### config.mk
export PLATFORM = sky130hd
export DESIGN_NAME = sorted_stream_tx
export DESIGN_NICKNAME = d
export VERILOG_FILES = /design/src/rtl/sorter_pkg.sv /design/src/rtl/sorted_stream_tx.sv
export SDC_FILE = /design/constraint.sdc
export NUM_CORES = 1
export LEC_CHECK = 0
export CAP_MARGIN = 20
export CORE_AREA = 2 2 228 174
export CTS_BUF_LIST = sky130_fd_sc_hd__clkbuf_16
export CTS_CLUSTER_DIAMETER = 80
export DETAILED_ROUTE_END_ITERATION = 7
export DIE_AREA = 0 0 230 176
export HOLD_SLACK_MARGIN = 0.12
export PLACE_DENSITY = 0.76
export SLEW_MARGIN = 30
export SYNTH_ARGS = -nofsm -noshare
export SYNTH_HDL_FRONTEND = slang
export SYNTH_SLANG_ARGS = --single-unit
export TNS_END_PERCENT = 30
### constraint.sdc
create_clock -name clk -period 4.31 [get_ports clk]
set_clock_uncertainty 0.15 [all_clocks]
set_input_delay 0.431 -clock clk [delete_from_list [all_inputs] [get_ports clk]]
set_output_delay 0.431 -clock clk [all_outputs]
set_load 0.03 [all_outputs]
### src/rtl/sorter_pkg.sv
// rtl/sorter_pkg.sv - shared sorter types, defaults and index helpers
// Used by sorted_stream_tx and the merge network.
package sorter_pkg;

  typedef enum logic {
    IDLE = 1'b0,
    SEND = 1'b1
  } state_e;

  localparam int DEF_WIDTH = 3;
  localparam int DEF_N     = 128;

  function automatic int idx_w(input int n);
    return (n < 2) ? 1 : $clog2(n);
  endfunction

  // LSB of element k in a flat vector of w-bit elements.
  function automatic int elem_lsb(input int k, input int w);
    return k * w;
  endfunction

endpackage

### src/rtl/sorted_stream_tx.sv
// rtl/sorted_stream_tx.sv - captures a sorted vector and streams it one element per beat
// Optional macro SORTED_TX_DESCEND_EN streams N-1 down to 0 and checks non-increasing order.
module sorted_stream_tx
  import sorter_pkg::*;
#(
  parameter  int WIDTH = DEF_WIDTH,
  parameter  int N     = DEF_N,
  localparam int IDX_W = idx_w(N)
) (
  input  logic                 clk,
  input  logic                 rst,
  input  logic                 in_valid,
  output logic                 in_ready,
  input  logic [N*WIDTH-1:0]   in_vec,
  output logic                 out_valid,
  input  logic                 out_ready,
  output logic [WIDTH-1:0]     out_data,
  output logic [IDX_W-1:0]     out_idx,
  output logic                 out_last,
  output logic                 order_err
);

  localparam int LSB_W = $clog2(N * WIDTH);

`ifdef SORTED_TX_DESCEND_EN
  localparam logic [IDX_W-1:0] FIRST_IDX = IDX_W'(N - 1);
  localparam logic [IDX_W-1:0] LAST_IDX  = '0;
`else
  localparam logic [IDX_W-1:0] FIRST_IDX = '0;
  localparam logic [IDX_W-1:0] LAST_IDX  = IDX_W'(N - 1);
`endif

  state_e               state_q, state_d;
  logic [N*WIDTH-1:0]   cap_q, cap_d;
  logic [WIDTH-1:0]     out_data_q, out_data_d;
  logic [IDX_W-1:0]     out_idx_q, out_idx_d;
  logic                 out_last_q, out_last_d;
  logic                 order_err_q, order_err_d;

  logic [IDX_W-1:0]     nxt_idx;
  logic [LSB_W-1:0]     nxt_lsb;
  logic [WIDTH-1:0]     nxt_data;
  logic                 nxt_bad;

  always_ff @(posedge clk) begin
    if (rst) begin
      state_q <= IDLE;
    end else begin
      state_q <= state_d;
    end
  end

  always_comb begin
    state_d = state_q;
    case (state_q)
      IDLE:    if (in_valid) state_d = SEND;
      SEND:    if (out_ready && out_last_q) state_d = IDLE;
      default: state_d = IDLE;
    endcase
  end

  // Next element is fetched ahead so every output stays a plain flop.
  always_comb begin
`ifdef SORTED_TX_DESCEND_EN
    nxt_idx  = out_idx_q - 1'b1;
`else
    nxt_idx  = out_idx_q + 1'b1;
`endif
    nxt_lsb  = LSB_W'(elem_lsb(int'(nxt_idx), WIDTH));
    nxt_data = cap_q[nxt_lsb +: WIDTH];
`ifdef SORTED_TX_DESCEND_EN
    nxt_bad  = nxt_data > out_data_q;
`else
    nxt_bad  = nxt_data < out_data_q;
`endif
  end

  always_comb begin
    cap_d       = cap_q;
    out_data_d  = out_data_q;
    out_idx_d   = out_idx_q;
    out_last_d  = out_last_q;
    order_err_d = order_err_q;
    if (state_q == IDLE && in_valid) begin
      cap_d       = in_vec;
      out_data_d  = in_vec[elem_lsb(int'(FIRST_IDX), WIDTH) +: WIDTH];
      out_idx_d   = FIRST_IDX;
      out_last_d  = 1'b0;
      order_err_d = 1'b0;
    end else if (state_q == SEND && out_ready && !out_last_q) begin
      out_data_d  = nxt_data;
      out_idx_d   = nxt_idx;
      out_last_d  = (nxt_idx == LAST_IDX);
      order_err_d = order_err_q | nxt_bad;
    end
  end

  always_ff @(posedge clk) begin
    if (rst) begin
      cap_q       <= '0;
      out_data_q  <= '0;
      out_idx_q   <= '0;
      out_last_q  <= 1'b0;
      order_err_q <= 1'b0;
    end else begin
      cap_q       <= cap_d;
      out_data_q  <= out_data_d;
      out_idx_q   <= out_idx_d;
      out_last_q  <= out_last_d;
      order_err_q <= order_err_d;
    end
  end

  assign in_ready  = (state_q == IDLE);
  assign out_valid = (state_q == SEND);
  assign out_data  = out_data_q;
  assign out_idx   = out_idx_q;
  assign out_last  = out_last_q;
  assign order_err = order_err_q;

endmodule

==> Word-level counts from Yosys, hierarchy flattened <==
Index checks and enable logic that the tools add are counted.
{ "classes": {"add_sub_neg": 1, "n_mul": 1, "n_div": 0, "n_lt_le_gt_ge": 1, "eq_ne": 1, "n_shift": 1, "n_mux": 5, "bitwise": 2, "n_reduce_logical": 7} }
{ "ops": {"columns": ["operator", "count"], "rows": [
  ["$shiftx A384 B10 Y3", 1],
  ["$mul A7 B2 Y9 const B", 1],
  ["$add A7 B1 Y7 const B", 1],
  ["$eq A7 B7 Y1 const B", 1],
  ["$mux W3", 2],
  ["$logic_and A1 B1 Y1", 4],
  ["$lt A3 B3 Y1", 1],
  ["$mux W1", 2],
  ["$pmux W1 S2", 1],
  ["$reduce_bool A2 Y1", 1],
  ["$reduce_or A2 Y1", 1],
  ["$logic_not A1 Y1", 1],
  ["$not A1 Y1", 1],
  ["$or A1 B1 Y1", 1]
]} }
{ "totals": {"regBits": 397, "latch_bits": 0, "ramBits": 0, "rom_bits": 0, "in_bits": 388, "out_inout_bits": 14, "memories": 0} }

==> Longest topological paths before layout <==
{ "depth": {"word_depth": 5, "mapped_depth": 18, "depth_no_buf": 13} }

==> Least setup slack after synthesis <==
No wires, ideal clock.
{ "synth_timing": {"path_kind": "reg2reg", "start": "reg out_idx_q[0], in the netlist out_idx[0]", "end": "reg order_err_q, in the netlist order_err", "setup_time_ps": 60, "arrival_ps": 4065, "required_ps": 4100, "path_slack_ps": 35, "stages_incl_launch_ff": 18, "synth_period_minus_slack_ps": 4275, "path_cell_list": "dfxtp_1 buf_6 buf_6 inv_1 ha_1 buf_2 clkbuf_1 buf_1 mux4_2 nand2_1 a21oi_1 a2111oi_0 a21oi_1 mux2_2 ha_1 a211oi_1 a22o_1 a41o_1"} }
{ "synth_between": {"elab_chain_cells": 5} }
{ "synth_rtl": {"columns": ["item", "line", "text"], "rows": [
  ["start: declaration", "sorted_stream_tx.sv:36", "logic [IDX_W-1:0] out_idx_q, out_idx_d;"],
  ["start signal: assignment", "sorted_stream_tx.sv:108", "out_idx_q <= out_idx_d;"],
  ["$add A7 B1 Y7", "sorted_stream_tx.sv:67", "nxt_idx = out_idx_q + 1'b1;"],
  ["via nxt_idx[0]", "sorted_stream_tx.sv:40", "logic [IDX_W-1:0] nxt_idx;"],
  ["$mul A7 B2 Y9", "sorter_pkg.sv:19", "return k * w;"],
  ["$shiftx A384 B10 Y3", "sorted_stream_tx.sv:70", "nxt_data = cap_q[nxt_lsb +: WIDTH];"],
  ["$lt A3 B3 Y1", "sorted_stream_tx.sv:74", "nxt_bad = nxt_data < out_data_q;"],
  ["$or A1 B1 Y1", "sorted_stream_tx.sv:94", "order_err_d = order_err_q | nxt_bad;"],
  ["end signal: assignment", "sorted_stream_tx.sv:110", "order_err_q <= order_err_d;"],
  ["end: declaration", "sorted_stream_tx.sv:38", "logic order_err_q, order_err_d;"]
]} }
The timed path passes the listed nets, and every way through them passes these cells.
A chain may end at the register's enable or synchronous reset.

==> Worst setup path in the final report <==
{ "layout_timing": {"start": "reg out_idx_q[0], in the netlist out_idx[0]", "end": "reg order_err_q, in the netlist order_err"} }
{ "layout_between": {"elab_chain_cells": 5} }
{ "layout_rtl": {"columns": ["item", "line"], "rows": [
  ["$add A7 B1 Y7", "sorted_stream_tx.sv:67"],
  ["$mul A7 B2 Y9", "sorter_pkg.sv:19"],
  ["$shiftx A384 B10 Y3", "sorted_stream_tx.sv:70"],
  ["$lt A3 B3 Y1", "sorted_stream_tx.sv:74"],
  ["$or A1 B1 Y1", "sorted_stream_tx.sv:94"]
]} }
No other way between the ends.

==> impl_metrics.yaml <==
power:
  p_sw_w: 0.00221
  swShare: 0.256
  ir_drop_mv: 0.261
  p_leak_nw: 8.37
  p_int_w: 0.00642
  pwr-share-seq: 0.466
  powerDensity_mw_per_mm2: 380
  p_comb_frac: 0.144
  pwr-share-clk: 0.390
logic_synthesis:
  yosys_most_used_dff: "dfxtp_1"
  synth.top_cells.by_area: "dfxtp_1 47%, nand2_1 18%, a21oi_1 12%"
  synth-simple-area-share: 0.202
  synth_common_cells: "836 x nand2_1, 406 x a21oi_1, 397 x dfxtp_1"
  synth_fa_ha_area_frac: 0.00294
  netlist_area_sq_mm: 0.0170
  synth-seq-area-share: 0.466
  synth_compound_area_frac: 0.139
  synth_area_per_cell_sq_um: 8.34
  synth_top_area_share: 0.466
  ys_warn_count: 0
  yosys.cell_types.count: 50
  yosysMostFrequentCell: "nand2_1"
  yosys.area.top_type: "dfxtp_1"
  synth_top_family_by_area: "simple AND/OR/NAND/NOR gates"
  synth_xor_area_frac: 0.00815
  ys_seq_elements: 397
  synth_edf_count: 0
  muxShareOfSynthArea: 0.138
  netlist_instances: 2043
  synth_nets: 2435
  synthArstFlopShare: 0
route:
  ant_nets: 0
  vias: 15769
  drc_errors: 0
  dr.pass1.iters: 8
  viasPerCell: 5.45
  drt_iter0_markers: 1548
  drt-total-wl_um: 56000
  wl_per_cell_um: 19.4
timing:
  finalSetupViolCount: 0
  fmax_mhz: 254
  final-hold-violation-count: 0
  tns_ps: 0
  rsz0062_at_grt: "false"
  min_period_ps: 3940
  worst_pin_slew_ps: 903
  fin_crit_sh: 0.913
  slew_violations: 0
  slew_headroom: 0.398
floorplan:
  die_h_um: 176
  die_x_um: 230
  rows: 62
  pin_count: 402
  core_area_sq_mm: 0.0380
  die_area_sq_mm: 0.0405
  initial_core_util: 0.448
worst_setup_path:
  critPathCaptureType: "register"
  timing.critical_path.from_type: "register"
  cp.arrival_ps: 4260
  crit_required_ps: 4640
  worstPathMaxFanout: 49
  crit_type: "register to register"
finish:
  multi_input_area_sq_mm: 0.00844
  fin_cells: 2895
  design_area_sq_mm: 0.0227
  area_growth_pct: 33.1
  fill_cells: 3285
  register_area_sq_mm: 0.00795
  final_layout_size_suffix_gt1_frac: 0.0735
  nets: 2745
placement:
  dp.cells: 2822
  gp_congestion: 0.933
  portBuffers: 401
  placed_area_sq_mm: 0.0214
  place_hpwl_um: 40100
clock_network:
  ctsRootBufferMaster: "clkbuf_16"
  cts_tree: "built"
  cts_sinks: 397
  cts.clk_slew.worst_paths_ps: 60
  cts_hold_buffers: 0
  cts_buffer_depth: 3
  insertion_delay_ps: 540
  numCtsBuffers: 40
  htree_levels: 2
global_routing:
  grt_use_total: 0.268
  grt_max_degree: 170
  grt_pass1_wl_um: 85600
  grt_pass1_vias: 15476
  grt-ovfl-total: 0
  antenna_found_initial: 6
run_status:
  status: "finished clean"
min_path:
  hp-class: "input pin to register"
job:
  drv_cap: 0
==> critical path: stages (launching register included) <==
cell,delay [ps]
dfxtp_4,380
buf_12,330
nand3_2,290
xor2_4,270
buf_4,340
mux2i_1,400
nand2_1,110
a31oi_1,230
a21oi_1,130
mux2_2,310
ha_1,290
a211oi_1,340
a22o_1,190
a41o_1,90
==> area by class of cell <==
class	instances	area share
Multi-Input combinational cell	1476	0.372
Sequential cell	397	0.351
Timing Repair Buffer	434	0.194
Clock buffer	41	0.0453
Tap cell	512	0.0283
Clock inverter	29	0.00877
Inverter	4	0.000662
Antenna cell	2	0.000221
==> routing by layer <==
layer	global-route usage	up-vias	wire length [um]
met5	0	-	54
met4	0.0763	8	1480
met3	0.0610	101	4550
met2	0.434	624	25700
met1	0.360	7520	24200
li1	-	7516	-
==> cell families after synthesis <==
| logic type | count (synthesis) |
|---|---|
| simple gates | 894 |
| flops | 397 |
| buf+inv | 170 |
| xor+xnor | 12 |
| compound gates | 452 |
| mux | 114 |
| fa+ha+maj | 4 |
==> power groups by stage <==
stage               Sequential [W]  Combinational, W  Clock (W)
floorplan                  0.00405          0.000652          0
global placement           0.00409           0.00121          0
detailed placement         0.00410           0.00123          0
CTS                        0.00402           0.00123    0.00339
global route               0.00404           0.00134    0.00353
finish                     0.00402           0.00124    0.00336
==> what timing repair did <==
action                                 in CTS  in global routing
endpoints found under the hold margin       0                  0
setup endpoints to repair                   0                  1
buffers inserted                            0                  1
gates resized for setup                     0                  4
==> per-stage QoR <==
stage	setup WS [ps]	total power [W]	utilization	hold slack, ps
final	374	0.00862	0.596	291
after global routing	127	0.00892	0.596	290
after CTS	114	0.00864	0.596	269
after detailed placement	130	0.00532	0.563	295
after global placement	302	0.00530	0.563	289
after floorplan	35.3	0.00470	-	282
==> cells in the final DEF, fill, tap and decap left out, types with 4 or more instances in the layout <==
cell type and instances:
a211oi_1 6, a21oi_1 406, a31oi_1 6, a32oi_1 4, and2_1 5, buf_12 10
buf_4 22, clkbuf_16 41, clkdlybuf4s50_1 400, clkinv_1 12, clkinv_2 6, dfxtp_1 396
inv_1 11, mux2i_1 20, mux4_1 17, mux4_2 75, nand2_1 835, nand3_1 14
nand4_1 4, nor2_1 17, o21ai_0 8, or3_1 4, xnor2_1 5
==> path summary, 6_finish.rpt <==
kind,depth (start not counted),slack [ps],from,to
max,13,370,out_idx[0],order_err
min,3,290,in_vec[262],cap_q[262]
max reg2reg,13,370,out_idx[0],order_err
min reg2reg,2,300,cap_q[90],cap_q[90]
==> flip-flops by register name (all words and copies together), names as in the netlist <==
name and count:
out_valid 1, out_idx 7, cap_q 384, order_err 1
out_data 3, out_last 1
Power figures use the tool's default switching activity.
